--- config.mk ---
export PLATFORM = sky130hd
export DESIGN_NAME = regfile_sb_flat
export DESIGN_NICKNAME = d
export VERILOG_FILES = /design/src/rtl/regfile_sb_if.sv /design/src/rtl/regfile_sb.sv /design/src/flat_wrapper.sv
export SDC_FILE = /design/constraint.sdc
export NUM_CORES = 2
export LEC_CHECK = 0
export BUFFER_PORTS_ARGS = -buffer_cell sky130_fd_sc_hd__buf_2
export CORE_MARGIN = 10
export CORE_UTILIZATION = 32
export CTS_CLUSTER_DIAMETER = 150
export DETAILED_ROUTE_END_ITERATION = 16
export GPL_ROUTABILITY_DRIVEN = 0
export PLACE_DENSITY_LB_ADDON = 0.08
export SYNTH_ARGS = -nofsm -noshare
export SYNTH_HDL_FRONTEND = slang
export SYNTH_SLANG_ARGS = --single-unit
--- constraint.sdc ---
create_clock -name clk -period 38.5 [get_ports clk]
set_input_delay 0 -clock clk [delete_from_list [all_inputs] [get_ports clk]]
set_output_delay 0 -clock clk [all_outputs]
set_load 0.02 [all_outputs]
--- src/rtl/regfile_sb_if.sv ---
// Bus between decode/issue/writeback and the scoreboarded register file.
// The master drives addresses, writeback and reserve requests; the slave returns operands and status.
interface regfile_sb_if #(
    parameter int DATA_W   = 32,
    parameter int NUM_REGS = 32,
    parameter int ADDR_W   = $clog2(NUM_REGS)
);
    logic [ADDR_W-1:0]   rd_addr_a;
    logic [ADDR_W-1:0]   rd_addr_b;
    logic [DATA_W-1:0]   rd_data_a;
    logic [DATA_W-1:0]   rd_data_b;
    logic                rd_ready_a;
    logic                rd_ready_b;
    logic                wr_en;
    logic [ADDR_W-1:0]   wr_addr;
    logic [DATA_W-1:0]   wr_data;
    logic                rsv_en;
    logic [ADDR_W-1:0]   rsv_addr;
    logic                rsv_ok;
    logic [NUM_REGS-1:0] pending_vec;
    logic [ADDR_W:0]     pending_cnt;

    modport master (
        output rd_addr_a, rd_addr_b, wr_en, wr_addr, wr_data, rsv_en, rsv_addr,
        input  rd_data_a, rd_data_b, rd_ready_a, rd_ready_b, rsv_ok, pending_vec, pending_cnt
    );

    modport slave (
        input  rd_addr_a, rd_addr_b, wr_en, wr_addr, wr_data, rsv_en, rsv_addr,
        output rd_data_a, rd_data_b, rd_ready_a, rd_ready_b, rsv_ok, pending_vec, pending_cnt
    );
endinterface

--- src/rtl/regfile_sb.sv ---
// Register file with two bypassed combinational read ports, one write port, R0 tied to zero,
// and a per-register pending bit so issue can reserve a destination until writeback.
module regfile_sb #(
    parameter int          DATA_W   = 32,
    parameter int          NUM_REGS = 32,
    parameter int          ADDR_W   = $clog2(NUM_REGS),
    parameter logic [31:0] R1_INIT  = 32'h0000_00A5,
    parameter logic [31:0] R2_INIT  = 32'hFFFF_FF5A
) (
    input logic         clk,
    input logic         reset,
    regfile_sb_if.slave bus
);
    localparam logic [DATA_W-1:0] R1_INIT_W = DATA_W'(R1_INIT);
    localparam logic [DATA_W-1:0] R2_INIT_W = DATA_W'(R2_INIT);

    logic [DATA_W-1:0]   r_regs [NUM_REGS];
    logic [NUM_REGS-1:0] r_pending;
    logic [ADDR_W:0]     r_pending_cnt;

    logic                w_wr_commit;
    logic                w_hit_a;
    logic                w_hit_b;
    logic                w_hit_rsv;
    logic                w_rsv_ok;
    logic                w_clr_hit;
    logic [NUM_REGS-1:0] w_pending_nxt;
    logic [ADDR_W:0]     w_pending_cnt_nxt;

    assign w_wr_commit = bus.wr_en && (bus.wr_addr != '0);

    // A same-cycle writeback to the addressed register forwards the value it will commit.
    assign w_hit_a   = bus.wr_en && (bus.wr_addr == bus.rd_addr_a);
    assign w_hit_b   = bus.wr_en && (bus.wr_addr == bus.rd_addr_b);
    assign w_hit_rsv = bus.wr_en && (bus.wr_addr == bus.rsv_addr);

    assign bus.rd_data_a = (bus.rd_addr_a == '0) ? '0 :
                           w_hit_a               ? bus.wr_data :
                                                   r_regs[bus.rd_addr_a];
    assign bus.rd_data_b = (bus.rd_addr_b == '0) ? '0 :
                           w_hit_b               ? bus.wr_data :
                                                   r_regs[bus.rd_addr_b];

    assign bus.rd_ready_a = (bus.rd_addr_a == '0) || !r_pending[bus.rd_addr_a] || w_hit_a;
    assign bus.rd_ready_b = (bus.rd_addr_b == '0) || !r_pending[bus.rd_addr_b] || w_hit_b;

    // A pending register may be re-reserved only when its writeback lands in the same cycle.
    assign w_rsv_ok   = bus.rsv_en && (bus.rsv_addr != '0) &&
                        (!r_pending[bus.rsv_addr] || w_hit_rsv);
    assign bus.rsv_ok = w_rsv_ok;

    assign w_clr_hit = w_wr_commit && r_pending[bus.wr_addr];

    always_comb begin
        w_pending_nxt = r_pending;
        if (w_wr_commit) begin
            w_pending_nxt[bus.wr_addr] = 1'b0;
        end
        // Set after clear: a new reservation outranks the writeback of the old producer.
        if (w_rsv_ok) begin
            w_pending_nxt[bus.rsv_addr] = 1'b1;
        end
    end

    assign w_pending_cnt_nxt = r_pending_cnt + (ADDR_W+1)'(w_rsv_ok) - (ADDR_W+1)'(w_clr_hit);

    // NOTE: the array is reset because R1/R2 carry architectural reset values; this keeps it in flops rather than RAM.
    always_ff @(posedge clk or posedge reset) begin
        if (reset) begin
            for (int i = 0; i < NUM_REGS; i++) begin
                r_regs[i] <= '0;
            end
            r_regs[1] <= R1_INIT_W;
            r_regs[2] <= R2_INIT_W;
        end else if (w_wr_commit) begin
            r_regs[bus.wr_addr] <= bus.wr_data;
        end
    end

    // NOTE: sequential state uses non-blocking assignments so every flop samples pre-edge values.
    always_ff @(posedge clk or posedge reset) begin
        if (reset) begin
            r_pending     <= '0;
            r_pending_cnt <= '0;
        end else begin
            r_pending     <= w_pending_nxt;
            r_pending_cnt <= w_pending_cnt_nxt;
        end
    end

    assign bus.pending_vec = r_pending;
    assign bus.pending_cnt = r_pending_cnt;
endmodule

--- src/flat_wrapper.sv ---
// flat-port wrapper written by rule: the top's interface ports become plain ports
module regfile_sb_flat 
#(
    parameter int          DATA_W   = 32,
    parameter int          NUM_REGS = 32,
    parameter int          ADDR_W   = $clog2(NUM_REGS),
    parameter logic [31:0] R1_INIT  = 32'h0000_00A5,
    parameter logic [31:0] R2_INIT  = 32'hFFFF_FF5A
)
  (clk, reset, bus_rd_addr_a, bus_rd_addr_b, bus_wr_en, bus_wr_addr, bus_wr_data, bus_rsv_en, bus_rsv_addr, bus_rd_data_a, bus_rd_data_b, bus_rd_ready_a, bus_rd_ready_b, bus_rsv_ok, bus_pending_vec, bus_pending_cnt);
  regfile_sb_if #(.DATA_W(DATA_W), .NUM_REGS(NUM_REGS), .ADDR_W(ADDR_W)) bus_i ();
  input logic clk;
  input logic reset;
  input wire logic [$bits(bus_i.rd_addr_a)-1:0] bus_rd_addr_a;
  input wire logic [$bits(bus_i.rd_addr_b)-1:0] bus_rd_addr_b;
  input wire logic [$bits(bus_i.wr_en)-1:0] bus_wr_en;
  input wire logic [$bits(bus_i.wr_addr)-1:0] bus_wr_addr;
  input wire logic [$bits(bus_i.wr_data)-1:0] bus_wr_data;
  input wire logic [$bits(bus_i.rsv_en)-1:0] bus_rsv_en;
  input wire logic [$bits(bus_i.rsv_addr)-1:0] bus_rsv_addr;
  output wire logic [$bits(bus_i.rd_data_a)-1:0] bus_rd_data_a;
  output wire logic [$bits(bus_i.rd_data_b)-1:0] bus_rd_data_b;
  output wire logic [$bits(bus_i.rd_ready_a)-1:0] bus_rd_ready_a;
  output wire logic [$bits(bus_i.rd_ready_b)-1:0] bus_rd_ready_b;
  output wire logic [$bits(bus_i.rsv_ok)-1:0] bus_rsv_ok;
  output wire logic [$bits(bus_i.pending_vec)-1:0] bus_pending_vec;
  output wire logic [$bits(bus_i.pending_cnt)-1:0] bus_pending_cnt;
  assign bus_i.rd_addr_a = bus_rd_addr_a;
  assign bus_i.rd_addr_b = bus_rd_addr_b;
  assign bus_i.wr_en = bus_wr_en;
  assign bus_i.wr_addr = bus_wr_addr;
  assign bus_i.wr_data = bus_wr_data;
  assign bus_i.rsv_en = bus_rsv_en;
  assign bus_i.rsv_addr = bus_rsv_addr;
  assign bus_rd_data_a = bus_i.rd_data_a;
  assign bus_rd_data_b = bus_i.rd_data_b;
  assign bus_rd_ready_a = bus_i.rd_ready_a;
  assign bus_rd_ready_b = bus_i.rd_ready_b;
  assign bus_rsv_ok = bus_i.rsv_ok;
  assign bus_pending_vec = bus_i.pending_vec;
  assign bus_pending_cnt = bus_i.pending_cnt;
  regfile_sb #(.DATA_W(DATA_W), .NUM_REGS(NUM_REGS), .ADDR_W(ADDR_W), .R1_INIT(R1_INIT), .R2_INIT(R2_INIT)) u_core (.clk(clk), .reset(reset), .bus(bus_i));
endmodule
* Word level (Yosys, flattened, before mapping) *
Index checks and enable logic that the tools add are counted.

word-level totals
  output and inout port bits = 105
  bits in writable memories = 0
  memory bits (read-only) = 0
  bits in latches = 0
  logic and storage cells = 104
  memories = 0
  bits in registers = 1062

cells by class
  equal/unequal tests = 3
  muxes and demuxes = 27
  reductions and logical operators = 22
  multiply operators = 0
  add/sub/neg operators = 2
  bitwise operators = 6
  order comparisons = 10
  div/mod/pow operators = 0
  shifts and indexed selects = 0

operators by type and width
  cell                                                 count
  bitwise mux 1024 bit                                 1
  two-way mux 32 bit                                   11
  binary-select mux 32 bit (select 5 bit)              2
  demux 32 bit (select 5 bit)                          1
  bitwise AND 32 bit                                   1
  NOT 32 bit                                           1
  OR 32 bit                                            1
  < comparator 5 x 6 -> 1 bit, second input constant   4
  binary-select mux 1 bit (select 5 bit)               4
  >= comparator 6 bit, second input constant           3
  NOT 5 -> 6 bit                                       3
  equality test 5 bit                                  3
  demux 1 bit (select 5 bit)                           2
  >= comparator 5 x 1 -> 1 bit, second input constant  2
  logical AND 1 bit                                    10
  logical NOT 5 bit                                    2
  nonzero test 5 bit                                   2
  adder 6 x 1 -> 6 bit                                 1
  < comparator 6 x 1 -> 1 bit, second input constant   1
  two-way mux 1 bit                                    6
  subtractor 6 x 1 -> 6 bit                            1
  logical OR 1 bit                                     5
  logical NOT 1 bit                                    3

* Logic depth before layout (Yosys ltp) *
  depth after elaboration = 9
  depth in mapped cells = 17
  depth with buffers taken out = 15

* Worst setup path before layout *
OpenSTA, ideal clock, no wires.

  path kind = reg-to-reg
  start = register u_core.r_pending[3], in the netlist u_core.bus.pending_vec[3]
  end = register u_core.r_pending_cnt[4], in the netlist u_core.bus.pending_cnt[4]
  data arrival time = 2775 ps
  required time = 38377 ps
  path slack = 35603 ps
  stages on the path, launching flop included = 17
  setup time = 123 ps
  buffers on the path = 1
  cells stage by stage = dfrtp_1 mux2i_1 o221ai_1 o31ai_1 o211a_1 a21oi_2 buf_2 nand3b_1 ha_1 inv_1 ha_1 inv_1 fa_1 inv_1 a21o_1 a21oi_1 xnor2_1

on the way
  longest elaborated chain between the ends = 7
  elaborated cells between the ends (all ways) = 10
  those cells by class = add/sub: 2; mux: 4; reduce/logical: 4

RTL lines
  element                                  RTL line          RTL
  from (decl)                              regfile_sb.sv:18  logic [NUM_REGS-1:0] r_pending;
  from (signal assigned)                   regfile_sb.sv:86  r_pending <= w_pending_nxt;
  binary-select mux 1 bit (select 5 bit)   regfile_sb.sv:49  (!r_pending[bus.rsv_addr] || w_hit_rsv);
  two-way mux 1 bit (implied by the code)  regfile_sb.sv:49
  logical NOT 1 bit                        regfile_sb.sv:49
  logical OR 1 bit                         regfile_sb.sv:49
  logical AND 1 bit                        regfile_sb.sv:48  assign w_rsv_ok = bus.rsv_en && (bus.rsv_addr != '0) &&
  adder 6 x 1 -> 6 bit                     regfile_sb.sv:65  assign w_pending_cnt_nxt = r_pending_cnt + (ADDR_W+1)'(w_rsv_ok) - (ADDR_W+1)'(w_clr_hit);
  subtractor 6 x 1 -> 6 bit (*)            regfile_sb.sv:65
  named net u_core.w_pending_cnt_nxt[4]    regfile_sb.sv:28  logic [ADDR_W:0] w_pending_cnt_nxt;
  to (signal assigned)                     regfile_sb.sv:87  r_pending_cnt <= w_pending_cnt_nxt;
  to (decl)                                regfile_sb.sv:19  logic [ADDR_W:0] r_pending_cnt;

Mark *: on every way through the listed nets, which the timed path passes. The rest lies on a longest branch. The select of a mux whose other input is x is not followed.
A chain may end at the register's enable or synchronous reset.

==> flow_summary.html <==
<table>
<tr><th>Metric</th><th>Value</th></tr>
<tr><th colspan="2">Yosys</th></tr>
<tr><td>Gate Count Post-Synth</td><td>4135</td></tr>
<tr><td>Number of nets in the synthesized netlist</td><td>4198</td></tr>
<tr><td>Post-synthesis area per instance</td><td>14.0 µm²</td></tr>
<tr><td>Number of warning messages in the yosys log</td><td>0</td></tr>
<tr><td>Top_reg_cell synth</td><td>dfrtp_1</td></tr>
<tr><td>Post-synthesis share of cell area spent on xor and xnor gates</td><td>0.302%</td></tr>
<tr><td>Multiplexer area fraction after synthesis</td><td>40.5%</td></tr>
<tr><td>Fraction of registers with async set or reset after synthesis</td><td>100%</td></tr>
<tr><td>Area fraction of the dominant cell type after synthesis</td><td>44.5%</td></tr>
<tr><td>Largest family of logic cells by synthesized area</td><td>multiplexers</td></tr>
<tr><td>Cell type with the highest aggregate area in the netlist</td><td>dfrtp_1</td></tr>
<tr><td>Synth Area in Compound Gates</td><td>under 10%</td></tr>
<tr><td>Top post-synthesis cells by area</td><td>dfrtp_1, mux2_2, mux4_2, mux2i_1, dfstp_2</td></tr>
<tr><td>Register area share after synthesis</td><td>45.9%</td></tr>
<tr><td>Synth unique cells</td><td>65</td></tr>
<tr><td>Seq cells post-synth</td><td>1062</td></tr>
<tr><td>Area of the mapped netlist</td><td>57900 µm²</td></tr>
<tr><td>Number of synthesized flops with an enable pin</td><td>0</td></tr>
<tr><td>Simple logic cell fraction of the synthesized area</td><td>3.34%</td></tr>
<tr><td>Post-synthesis share of cell area spent on full adders, half adders and majority gates</td><td>0.164%</td></tr>
<tr><th colspan="2">Worst setup path</th></tr>
<tr><td>Critical path fanouts, max</td><td>146</td></tr>
<tr><td>Most used cell along the critical path</td><td>buf_4</td></tr>
<tr><td>Crit path kind</td><td>in2async</td></tr>
<tr><td>Highest cell delay on the worst timing path</td><td>0.82 ns</td></tr>
<tr><td>Cell breakdown of the critical path</td><td>dlygate4sd3_1 -&gt; buf_2 -&gt; dlygate4sd3_1 -&gt; inv_8 -&gt; buf_4 -&gt; buf_4 -&gt; buf_12 -&gt; buf_4 -&gt; buf_4</td></tr>
<tr><td>Critical Path Sink Type</td><td>async pin</td></tr>
<tr><td>Data arrival time of the worst path</td><td>~5.7 ns</td></tr>
<tr><td>Critical Path Source Type</td><td>primary input</td></tr>
<tr><td>CP max stage cell</td><td>buf_4</td></tr>
<tr><td>Required time at the endpoint of the critical path</td><td>39.26 ns</td></tr>
<tr><th colspan="2">Layout</th></tr>
<tr><td>Most common cell after layout, fill and taps aside</td><td>dfrtp_1</td></tr>
<tr><td>Number of cells in the finished layout apart from fillers</td><td>6608</td></tr>
<tr><td>Total Nets Final</td><td>4187</td></tr>
<tr><td>Leading cell types in the layout, fill and taps excluded</td><td>dfrtp_1, mux2_2, mux4_2</td></tr>
<tr><td>Area occupied by multi-input gates</td><td>~30000 µm²</td></tr>
<tr><td>Layout cells sized above 1</td><td>47.3%</td></tr>
<tr><td>Count of fill cells added during filler insertion</td><td>17500</td></tr>
<tr><td>Register area</td><td>26600 µm²</td></tr>
<tr><td>Area Overhead vs Synth</td><td>12.9%</td></tr>
<tr><th colspan="2">Floorplan</th></tr>
<tr><td>Number of cell rows</td><td>156</td></tr>
<tr><td>Die extent in y</td><td>446 µm</td></tr>
<tr><td>Effective utilization at floorplan</td><td>32.1%</td></tr>
<tr><td>Area of the core region</td><td>180000 µm²</td></tr>
<tr><td>Boundary Pins</td><td>161</td></tr>
<tr><td>Area of the die</td><td>199000 µm²</td></tr>
<tr><td>Die boundary width</td><td>446 µm</td></tr>
<tr><th colspan="2">Global route</th></tr>
<tr><td>Total global routing track utilization</td><td>22.9%</td></tr>
<tr><td>Vias in the first global route</td><td>roughly 40000</td></tr>
<tr><td>Global-route wire length before repair</td><td>326000 µm</td></tr>
<tr><td>Largest net degree at the start of global routing</td><td>155</td></tr>
<tr><td>Total overflow reported by the global router</td><td>0</td></tr>
<tr><td>Initial antenna violation count</td><td>16</td></tr>
<tr><th colspan="2">Clocking</th></tr>
<tr><td>Clock root buffer</td><td>clkbuf_16</td></tr>
<tr><td>Largest buffer count on any clock path</td><td>3</td></tr>
<tr><td>Clock latency on the worst-skew pair</td><td>0.78 ns</td></tr>
<tr><td>Number of clock buffers inserted by TritonCTS</td><td>134</td></tr>
<tr><td>Htree depth</td><td>4</td></tr>
<tr><td>CTS tree</td><td>yes</td></tr>
<tr><td>Count of clock tree sinks</td><td>1062</td></tr>
<tr><td>Clock Pin Slew Worst Setup and Hold Paths</td><td>0.06 ns</td></tr>
<tr><th colspan="2">STA</th></tr>
<tr><td>Worst slew slack as a fraction of its limit</td><td>8.72%</td></tr>
<tr><td>Number of setup violations in the final report</td><td>0</td></tr>
<tr><td>Final number of max-transition violations</td><td>0</td></tr>
<tr><td>Clk_skew</td><td>around 0.010 ns</td></tr>
<tr><td>RSZ-0062 raised after global routing</td><td>no</td></tr>
<tr><td>Final worst-path cycle share</td><td>approximately 13%</td></tr>
<tr><td>Total count of hold-check failures in the final report</td><td>0</td></tr>
<tr><td>Highest clock rate</td><td>201 MHz</td></tr>
<tr><td>Setup TNS</td><td>0 ns</td></tr>
<tr><td>Worst-Margin Slew</td><td>1.37 ns</td></tr>
<tr><td>Final period demand of the worst path</td><td>4.96 ns</td></tr>
<tr><td>Hold Slack</td><td>0.159 ns</td></tr>
<tr><th colspan="2">Power and ir drop</th></tr>
<tr><td>Leak Pwr</td><td>28.1 nW</td></tr>
<tr><td>IR Drop Worst-Case VDD</td><td>0.0398 mV</td></tr>
<tr><td>Power density normalized to cell area</td><td>53.6 nW/µm²</td></tr>
<tr><th colspan="2">Route</th></tr>
<tr><td>Routed wire length</td><td>230000 µm</td></tr>
<tr><td>Post-detailed-route via-to-cell ratio</td><td>5.83</td></tr>
<tr><td>Number of optimization iterations in the first detailed-route pass</td><td>7</td></tr>
<tr><td>Post-detailed-route count of antenna-violating nets</td><td>0</td></tr>
<tr><td>Iteration-0 DRC Markers</td><td>between 2000 and 3000</td></tr>
<tr><td>Average wire length per cell after detail routing</td><td>34.8 µm</td></tr>
<tr><td>DRC Markers</td><td>0</td></tr>
<tr><td>Count of vias placed by the detailed router</td><td>38500</td></tr>
<tr><th colspan="2">Place</th></tr>
<tr><td>Post-DP HPWL</td><td>between 100000 and 150000 µm</td></tr>
<tr><td>Count of input and output buffers</td><td>160</td></tr>
<tr><td>Placed insts</td><td>6310</td></tr>
<tr><th colspan="2">Flow run</th></tr>
<tr><td>Count of maximum capacitance violations</td><td>0</td></tr>
<tr><th colspan="2">Run status</th></tr>
<tr><td>Status</td><td>finished clean</td></tr>
<tr><th colspan="2">Min path</th></tr>
<tr><td>Worst hold path class</td><td>in2reg</td></tr>
</table>
kinds of logic after synthesis:
logic type      after synthesis
xor+xnor                     20
mux                        1667
fa+ha+maj                     7
buf+inv                     476
compound gates              491
flops                      1062
simple gates                412
what timing repair did:
action | CTS | global route
setup buffers | 0 | 0
gates resized for setup | 0 | 0
hold endpoints to repair | 1102 | 0
hold buffers | 48 | 0
worst paths after layout:
check                                     startpoint                          to  slack [ns]  depth (start not counted)
max                                            reset          u_core.r_regs[761]       33.54                          9
min                                   bus_wr_addr[1]  u_core.bus.pending_vec[14]        0.16                          5
max reg2reg                u_core.bus.pending_vec[9]   u_core.bus.pending_cnt[4]       35.31                         15
min reg2reg                       u_core.r_regs[995]          u_core.r_regs[995]        0.39                          0
max in group clk                    bus_rd_addr_b[0]           bus_rd_data_b[26]       34.33                         10
min in group asynchronous                      reset  u_core.bus.pending_vec[12]        0.48                          4
through the flow:
stage	power [mW]	util (%)	instance area (µm²)	setup slack [ns]
final	3.51	36.3	65400	33.54
after global routing	3.67	36.3	65400	32.89
after CTS	3.55	36.3	65400	33.39
after detailed placement	2.28	33.6	60700	33.74
after global placement	2.27	33.6	60700	33.71
after floorplan	2.04	-	57900	8.66
cell usage after synthesis (6+ instances only):
cell,count
dfrtp_1,1030
mux2_2,1020
mux4_2,442
clkbuf_1,215
mux2i_1,205
nand2_1,171
buf_2,145
a22oi_1,103
a21oi_1,83
o22ai_1,82
o21ai_0,76
nand3_1,67
nor2_1,61
buf_1,43
dfstp_2,32
nor3_1,31
a22o_1,30
buf_4,27
a221oi_1,22
inv_1,20
o221ai_1,19
and3_1,14
buf_6,13
xor2_1,12
a32o_1,10
nand2b_1,10
nor2b_1,10
nand3b_1,9
o211ai_1,8
o21bai_1,8
xnor2_1,8
a221o_1,7
buf_8,7
o211a_1,7
o21ai_1,7
o2bb2ai_1,7
ha_1,6
or2_2,6
or4_1,6
worst max-delay path, delay by kind of cell:
family                 cells  cell delay [ns]
buffers and inverters      9             5.31
registers in the layout (all words and copies together) (netlist names):
register / flops
u_core.bus.pending_cnt: 6
u_core.bus.pending_vec: 32
u_core.r_regs: 1024
power by group:
group / switching, mW / leakage, nW / internal [mW]
Sequential: 0.166 / 13.5 / 1.34
Clock: 0.516 / 2.08 / 0.728
Combinational: 0.346 / 12.5 / 0.411
cell type report:
| cell class | instances | share of cell area (%) |
|---|---|---|
| antenna | 8 | 0.0306 |
| clock buffer | 221 | 6.17 |
| clock inverter | 21 | 0.329 |
| inverter | 21 | 0.132 |
| multi-input combinational | 2597 | 44.9 |
| sequential | 1062 | 40.7 |
| tap | 2370 | 4.53 |
| timing repair buffer | 308 | 3.27 |
routing by layer:
metal,wire length (µm),GRT usage (%)
met5,30,0
met4,5680,6.18
met3,10900,3.17
met2,113000,38.5
met1,100000,30.9
No activity file was read; power rests on OpenSTA's default activity.
